--- config.mk ---
export PLATFORM = sky130hd
export DESIGN_NAME = mul_sequencer
export DESIGN_NICKNAME = d
export VERILOG_FILES = /design/src/rtl/mul_sequencer.sv
export SDC_FILE = /design/constraint.sdc
export NUM_CORES = 1
export LEC_CHECK = 0
export ABC_CLOCK_PERIOD_IN_PS = 5890
export CORE_MARGIN = 1
export CORE_UTILIZATION = 40
export CTS_BUF_LIST = sky130_fd_sc_hd__clkbuf_16
export CTS_CLUSTER_DIAMETER = 200
export DETAILED_ROUTE_END_ITERATION = 12
export SLEW_MARGIN = 20
export SYNTH_ARGS = -nofsm -noshare
export SYNTH_HDL_FRONTEND = slang
export SYNTH_SLANG_ARGS = --single-unit
--- constraint.sdc ---
create_clock -name clk -period 5.89 [get_ports clk]
set_input_delay 1.178 -clock clk [delete_from_list [all_inputs] [get_ports clk]]
set_output_delay 1.178 -clock clk [all_outputs]
set_load 0.05 [all_outputs]
--- src/rtl/mul_sequencer.sv ---
`default_nettype none
// ============================================================================
//  Module      : mul_sequencer
//  Description : Iterative radix-2 shift-add multiply unit (MUL / UMULL /
//                SMULL) with a start/busy/done handshake. A fixed 35-cycle
//                latency from the accept edge to the done pulse.
//  Revision    : 1.0  initial release
// ============================================================================
module mul_sequencer #(
    parameter int WIDTH = 32
) (
    input  logic             clk,
    input  logic             reset,
    input  logic             start,
    input  logic [1:0]       op,
    input  logic [WIDTH-1:0] a,
    input  logic [WIDTH-1:0] b,
    output logic             busy,
    output logic             done,
    output logic [WIDTH-1:0] result_lo,
    output logic [WIDTH-1:0] result_hi,
    output logic [3:0]       flags
);

    localparam int CNT_W = $clog2(WIDTH);

    localparam logic [2:0] c_S_IDLE = 3'd0;
    localparam logic [2:0] c_S_PREP = 3'd1;
    localparam logic [2:0] c_S_RUN  = 3'd2;
    localparam logic [2:0] c_S_FIX  = 3'd3;
    localparam logic [2:0] c_S_DONE = 3'd4;

    localparam logic [1:0] c_OP_MUL   = 2'b00;
    localparam logic [1:0] c_OP_UMULL = 2'b01;
    localparam logic [1:0] c_OP_SMULL = 2'b10;

    localparam logic [CNT_W-1:0] c_CNT_LAST = CNT_W'(WIDTH - 1);

    logic [2:0]         r_state;
    logic [1:0]         r_op;
    logic [WIDTH-1:0]   r_mcand;
    logic [WIDTH-1:0]   r_mplier;
    logic [2*WIDTH-1:0] r_acc;
    logic [CNT_W-1:0]   r_cnt;
    logic               r_sign;
    logic               r_busy;
    logic               r_done;
    logic [WIDTH-1:0]   r_lo;
    logic [WIDTH-1:0]   r_hi;
    logic [3:0]         r_flags;

    logic [WIDTH-1:0]   w_mag_mcand;
    logic [WIDTH-1:0]   w_mag_mplier;
    logic [WIDTH-1:0]   w_addend;
    logic [WIDTH:0]     w_sum;
    logic [2*WIDTH-1:0] w_prod;
    logic [WIDTH-1:0]   w_res_lo;
    logic [WIDTH-1:0]   w_res_hi;
    logic               w_n;
    logic               w_z;

    // Two's-complement magnitudes; 0x80000000 maps to itself and is then
    // treated as unsigned, which keeps the SMULL extremes exact.
    assign w_mag_mcand  = r_mcand[WIDTH-1]  ? (~r_mcand + 1'b1)  : r_mcand;
    assign w_mag_mplier = r_mplier[WIDTH-1] ? (~r_mplier + 1'b1) : r_mplier;

    // One shift-add step: the extra MSB of w_sum is the carry that gets
    // shifted back into the accumulator top bit.
    assign w_addend = r_mplier[0] ? r_mcand : '0;
    assign w_sum    = {1'b0, r_acc[2*WIDTH-1:WIDTH]} + {1'b0, w_addend};

    // Restore the sign of an SMULL product from the unsigned magnitude product.
    assign w_prod = r_sign ? (~r_acc + 1'b1) : r_acc;

    // Per-op result selection and N/Z derivation, captured in FIX.
    always_comb begin
        w_res_lo = '0;
        w_res_hi = '0;
        case (r_op)
            c_OP_MUL: begin
                w_res_lo = w_prod[WIDTH-1:0];
            end
            c_OP_UMULL, c_OP_SMULL: begin
                w_res_lo = w_prod[WIDTH-1:0];
                w_res_hi = w_prod[2*WIDTH-1:WIDTH];
            end
            default: begin
                w_res_lo = '0;
                w_res_hi = '0;
            end
        endcase
        if ((r_op == c_OP_UMULL) || (r_op == c_OP_SMULL)) begin
            w_n = w_res_hi[WIDTH-1];
            w_z = ({w_res_hi, w_res_lo} == '0);
        end else begin
            w_n = w_res_lo[WIDTH-1];
            w_z = (w_res_lo == '0);
        end
    end

    // Sequencing FSM plus datapath registers; reset aborts any operation.
    always_ff @(posedge clk) begin
        if (reset) begin
            r_state  <= c_S_IDLE;
            r_op     <= '0;
            r_mcand  <= '0;
            r_mplier <= '0;
            r_acc    <= '0;
            r_cnt    <= '0;
            r_sign   <= 1'b0;
            r_busy   <= 1'b0;
            r_done   <= 1'b0;
            r_lo     <= '0;
            r_hi     <= '0;
            r_flags  <= '0;
        end else begin
            r_done <= 1'b0;
            case (r_state)
                c_S_IDLE: begin
                    if (start) begin
                        r_mcand  <= a;
                        r_mplier <= b;
                        r_op     <= op;
                        r_busy   <= 1'b1;
                        r_state  <= c_S_PREP;
                    end
                end
                c_S_PREP: begin
                    if (r_op == c_OP_SMULL) begin
                        r_sign   <= r_mcand[WIDTH-1] ^ r_mplier[WIDTH-1];
                        r_mcand  <= w_mag_mcand;
                        r_mplier <= w_mag_mplier;
                    end else begin
                        r_sign <= 1'b0;
                    end
                    r_acc   <= '0;
                    r_cnt   <= '0;
                    r_state <= c_S_RUN;
                end
                c_S_RUN: begin
                    r_acc    <= {w_sum, r_acc[WIDTH-1:1]};
                    r_mplier <= r_mplier >> 1;
                    r_cnt    <= r_cnt + 1'b1;
                    if (r_cnt == c_CNT_LAST) begin
                        r_state <= c_S_FIX;
                    end
                end
                c_S_FIX: begin
                    r_lo    <= w_res_lo;
                    r_hi    <= w_res_hi;
                    r_flags <= {w_n, w_z, 1'b0, 1'b0};
                    r_done  <= 1'b1;
                    r_state <= c_S_DONE;
                end
                c_S_DONE: begin
                    r_busy  <= 1'b0;
                    r_state <= c_S_IDLE;
                end
                default: begin
                    r_busy  <= 1'b0;
                    r_state <= c_S_IDLE;
                end
            endcase
        end
    end

    assign busy      = r_busy;
    assign done      = r_done;
    assign result_lo = r_lo;
    assign result_hi = r_hi;
    assign flags     = r_flags;

endmodule
`default_nettype wire

==> impl_metrics.tcl <==
set metrics [dict create \
    drcViolationCount 0 \
    power_frac_seq 0.397 \
    yosys.cell_types.count 76 \
    post_cts.resized_instances 0 \
    multiInputGateArea_mm2 0.00798 \
    antenna_violating_nets_post_route 0 \
    tritoncts "yes" \
    fill_cells 3100 \
    required_ps 6360 \
    pwr_density_cell_mw_per_mm2 258 \
    via_count_of_the_first_global_routing_pass 11500 \
    grt_pass1_wl_um 61600 \
    switchingPower_mw 1.14 \
    drive_above_1_share 0.0550 \
    timing_hold_violations_final 0 \
    grt_antenna_before_repair 0 \
    path_clk_slew_ps 60 \
    postSynth.asyncResetShare 0 \
    layout.area.seq_mm2 0.00415 \
    clk_latency_ps 550 \
    core_area_mm2 0.0309 \
    internal_power_mw 2.77 \
    share_clk_of_total_power 0.446 \
    synth.cell_area_mm2 0.0127 \
    postCtsSetupBuffers 0 \
    tritoncts.num_buffers 26 \
    synth_top_flop_cell "sky130_fd_sc_hd__dfxtp_1" \
    post_synth.cell_area_avg_um2 7.61 \
    fp.dieW_um 180 \
    gr-total-overflow 0 \
    grt_max_degree 91 \
    cts-htree-levels 1 \
    rsz_0062_raised_after_global_routing "no" \
    worst_slew_margin_relative_to_its_limit 0.343 \
    max_slew.worst_pin.slew_ps 986 \
    placement.cell_area_mm2 0.0142 \
    finalWorstPathRequiredPeriod_ps 4140 \
    placement.io_buffers 136 \
    final-max-slew-violation-count 0 \
    finish.net_count 1834 \
    rows 64 \
    wl_final_um 37400 \
    dieHeight_um 180 \
    fin_ws_ps 1750 \
    combinationalPowerShare 0.156 \
    cp-start-kind "flop" \
    num_io_pins 139 \
    dp_slack_ps 1790 \
    hold_class "flop to flop" \
    first_iter_violations 1169 \
    detail_route.vias_per_cell 5.86 \
    setup-tns-final_ps 0 \
    synth_sequential_area_ratio 0.326 \
    design_power_mw 3.90 \
    ys_ff_latch 207 \
    fp.dieArea_mm2 0.0325 \
    crit_arrival_ps 4610 \
    synthCells 1670 \
    antenna_cells 0 \
    worst_clock_skew_ps 33.8 \
    initial_core_util 0.411 \
    route.vias.total 12500 \
    hpwlAfterDp_um 26300 \
    finish.instance_area_mm2 0.0151 \
    numPlacedInstances 2093 \
    yosysWarningCount 0 \
    criticalPathCategory "flop to flop" \
    endpoint_kind "flop" \
    drt_first_pass_iters 6 \
    cp_slowest_stage_delay_ps 690 \
    net_switching_share_of_the_total_power 0.292 \
    worst_path_max_delay_cell "sky130_fd_sc_hd__or4_1" \
    finalCoreUtilization 0.490 \
    drt-wirelength-per-cell_um 17.5 \
    timing.final.setup_violations 0 \
    synth-edff-count 0 \
    clock-sinks 207 \
    crit_chain "or4_4 -> or4_1 -> o41ai_1 -> xor2_1 -> nor2_1 -> or4_1 -> or4_1 -> or4_1 -> o31ai_2" \
    cap_viol_max_count 0 \
    finalNonFillerCells 2141 \
    cts_hold_buf 0 \
    power_leakage_nw 5.96 \
    run_status "finished, final reports clean" \
    worstPathMaxFanout 17 \
    max-vdd-ir-drop_mv 0.203 \
    timing.final.crit_share 0.703 \
    gp_routability_congestion 0.879 \
    fmax_mhz 242 \
    cts.path.max_buffers 3 \
    area_growth_syn_to_layout_pct 19.2 \
    worst_path_most_repeated_cell "sky130_fd_sc_hd__or4_1" \
    clock-root-buffer "sky130_fd_sc_hd__clkbuf_16" \
    track_usage 0.224 \
    hold_ws_ps 452 \
]
-- placed cells by master (no fill, tap or decap), drive strengths merged, types with 9 or more instances in the layout --
master / netlist / routed
dfxtp: 207 / 207
a21oi: 130 / 130
a22oi: 83 / 83
o21ai: 70 / 70
ha: 39 / 39
and2: 32 / 32
a22o: 11 / 11
o41ai: 18 / 18
a211oi: 24 / 24
nor2: 271 / 271
nand3: 31 / 31
or2: 9 / 9
a31oi: 12 / 12
nand4: 10 / 10
nor3: 81 / 81
xor2: 53 / 53
clkbuf: 105 / 26
buf: 22 / 18
a222oi: 17 / 17
nor2b: 9 / 9
nand2: 126 / 126
clkdlybuf4s50: 0 / 135
or4: 16 / 16
xnor2: 43 / 43
inv: 27 / 29
clkinv: 0 / 13
a21o: 23 / 23
o31ai: 26 / 26
nor4: 22 / 22
or3: 35 / 35
-- registers in the layout (all words and copies together), names as in the netlist, 2 cells and up --
signal     flops
result_lo     32
flags          2
r_op           2
result_hi     32
r_state        3
r_acc         64
r_cnt          5
r_mcand       32
r_mplier      32
-- layer usage --
metal | vias up | track usage | wire length, um
met2 | 399 | 0.337 | 16000
met4 | 0 | 0.0485 | 662
met3 | 48 | 0.0313 | 2060
li1 | 6206 | - | -
met1 | 5885 | 0.336 | 18700
met5 | - | 0 | 0
-- final timing paths --
check                                    from       endpoint  slack [ps]  cells past startpoint
worst min register to register  result_hi[12]  result_hi[12]         450                      2
worst max-delay path                r_acc[10]       flags[2]        1750                      9
worst max register to register      r_acc[10]       flags[2]        1750                      9
worst min-delay path            result_hi[12]  result_hi[12]         450                      2
-- kinds of logic after synthesis --
group | count (synthesis) | share of synthesized area
other cells | 1 | 0.000295
fa+ha+maj | 40 | 0.0400
simple gates | 677 | 0.250
flops | 207 | 0.326
mux | 7 | 0.00561
xor+xnor | 96 | 0.0662
buf+inv | 154 | 0.0480
compound gates | 488 | 0.263
-- Yosys cell counts (7+ instances only) --
library cell | n | area (um2)
sky130_fd_sc_hd__nand2b_1 | 7 | 43.8
sky130_fd_sc_hd__nor2b_1 | 9 | 56.3
sky130_fd_sc_hd__a21o_1 | 23 | 173
sky130_fd_sc_hd__and2_1 | 31 | 194
sky130_fd_sc_hd__o21a_1 | 7 | 52.6
sky130_fd_sc_hd__a222oi_1 | 17 | 170
sky130_fd_sc_hd__a221oi_1 | 8 | 70.1
sky130_fd_sc_hd__buf_1 | 12 | 45.0
sky130_fd_sc_hd__xor2_1 | 53 | 464
sky130_fd_sc_hd__o21ai_0 | 70 | 350
sky130_fd_sc_hd__or4_1 | 14 | 105
sky130_fd_sc_hd__nor3b_1 | 7 | 52.6
sky130_fd_sc_hd__nand3b_1 | 8 | 60.1
sky130_fd_sc_hd__a21oi_1 | 130 | 651
sky130_fd_sc_hd__xnor2_1 | 43 | 377
sky130_fd_sc_hd__dfxtp_1 | 207 | 4140
sky130_fd_sc_hd__nor4_1 | 21 | 131
sky130_fd_sc_hd__a211oi_1 | 24 | 180
sky130_fd_sc_hd__nand2_1 | 126 | 473
sky130_fd_sc_hd__ha_1 | 39 | 488
sky130_fd_sc_hd__nand4_1 | 10 | 62.6
sky130_fd_sc_hd__a22oi_1 | 83 | 623
sky130_fd_sc_hd__nand3_1 | 31 | 155
sky130_fd_sc_hd__inv_1 | 27 | 101
sky130_fd_sc_hd__nor2_1 | 271 | 1020
sky130_fd_sc_hd__or3_1 | 35 | 219
sky130_fd_sc_hd__or2_2 | 9 | 56.3
sky130_fd_sc_hd__clkbuf_1 | 104 | 390
sky130_fd_sc_hd__a31oi_1 | 12 | 75.1
sky130_fd_sc_hd__o41ai_1 | 14 | 123
sky130_fd_sc_hd__a22o_1 | 11 | 96.3
sky130_fd_sc_hd__nor3_1 | 81 | 405
sky130_fd_sc_hd__o31ai_1 | 24 | 180
-- power groups by stage --
stage	clock, mW	combinational, mW	sequential, mW
global route	1.84	0.679	1.56
floorplan	0	0.450	1.54
global placement	0	0.599	1.58
CTS	1.78	0.608	1.55
detailed placement	0	0.604	1.58
finish	1.74	0.610	1.55
-- final cells by class --
cell class                      instances  area share
Sequential cell                       207       0.274
Timing Repair Buffer                  153      0.0984
Tap cell                              396      0.0327
Clock inverter                         22      0.0190
Inverter                               27     0.00669
Clock buffer                           26      0.0430
Multi-Input combinational cell       1310       0.527
-- worst max-delay path, delay by kind of cell (launching register included) --
kind            cells  cell delay (ps)
simple gates        6             2770
compound gates      2              720
xor+xnor            1              190
flops               1              370
Power figures use the tool's default switching activity.
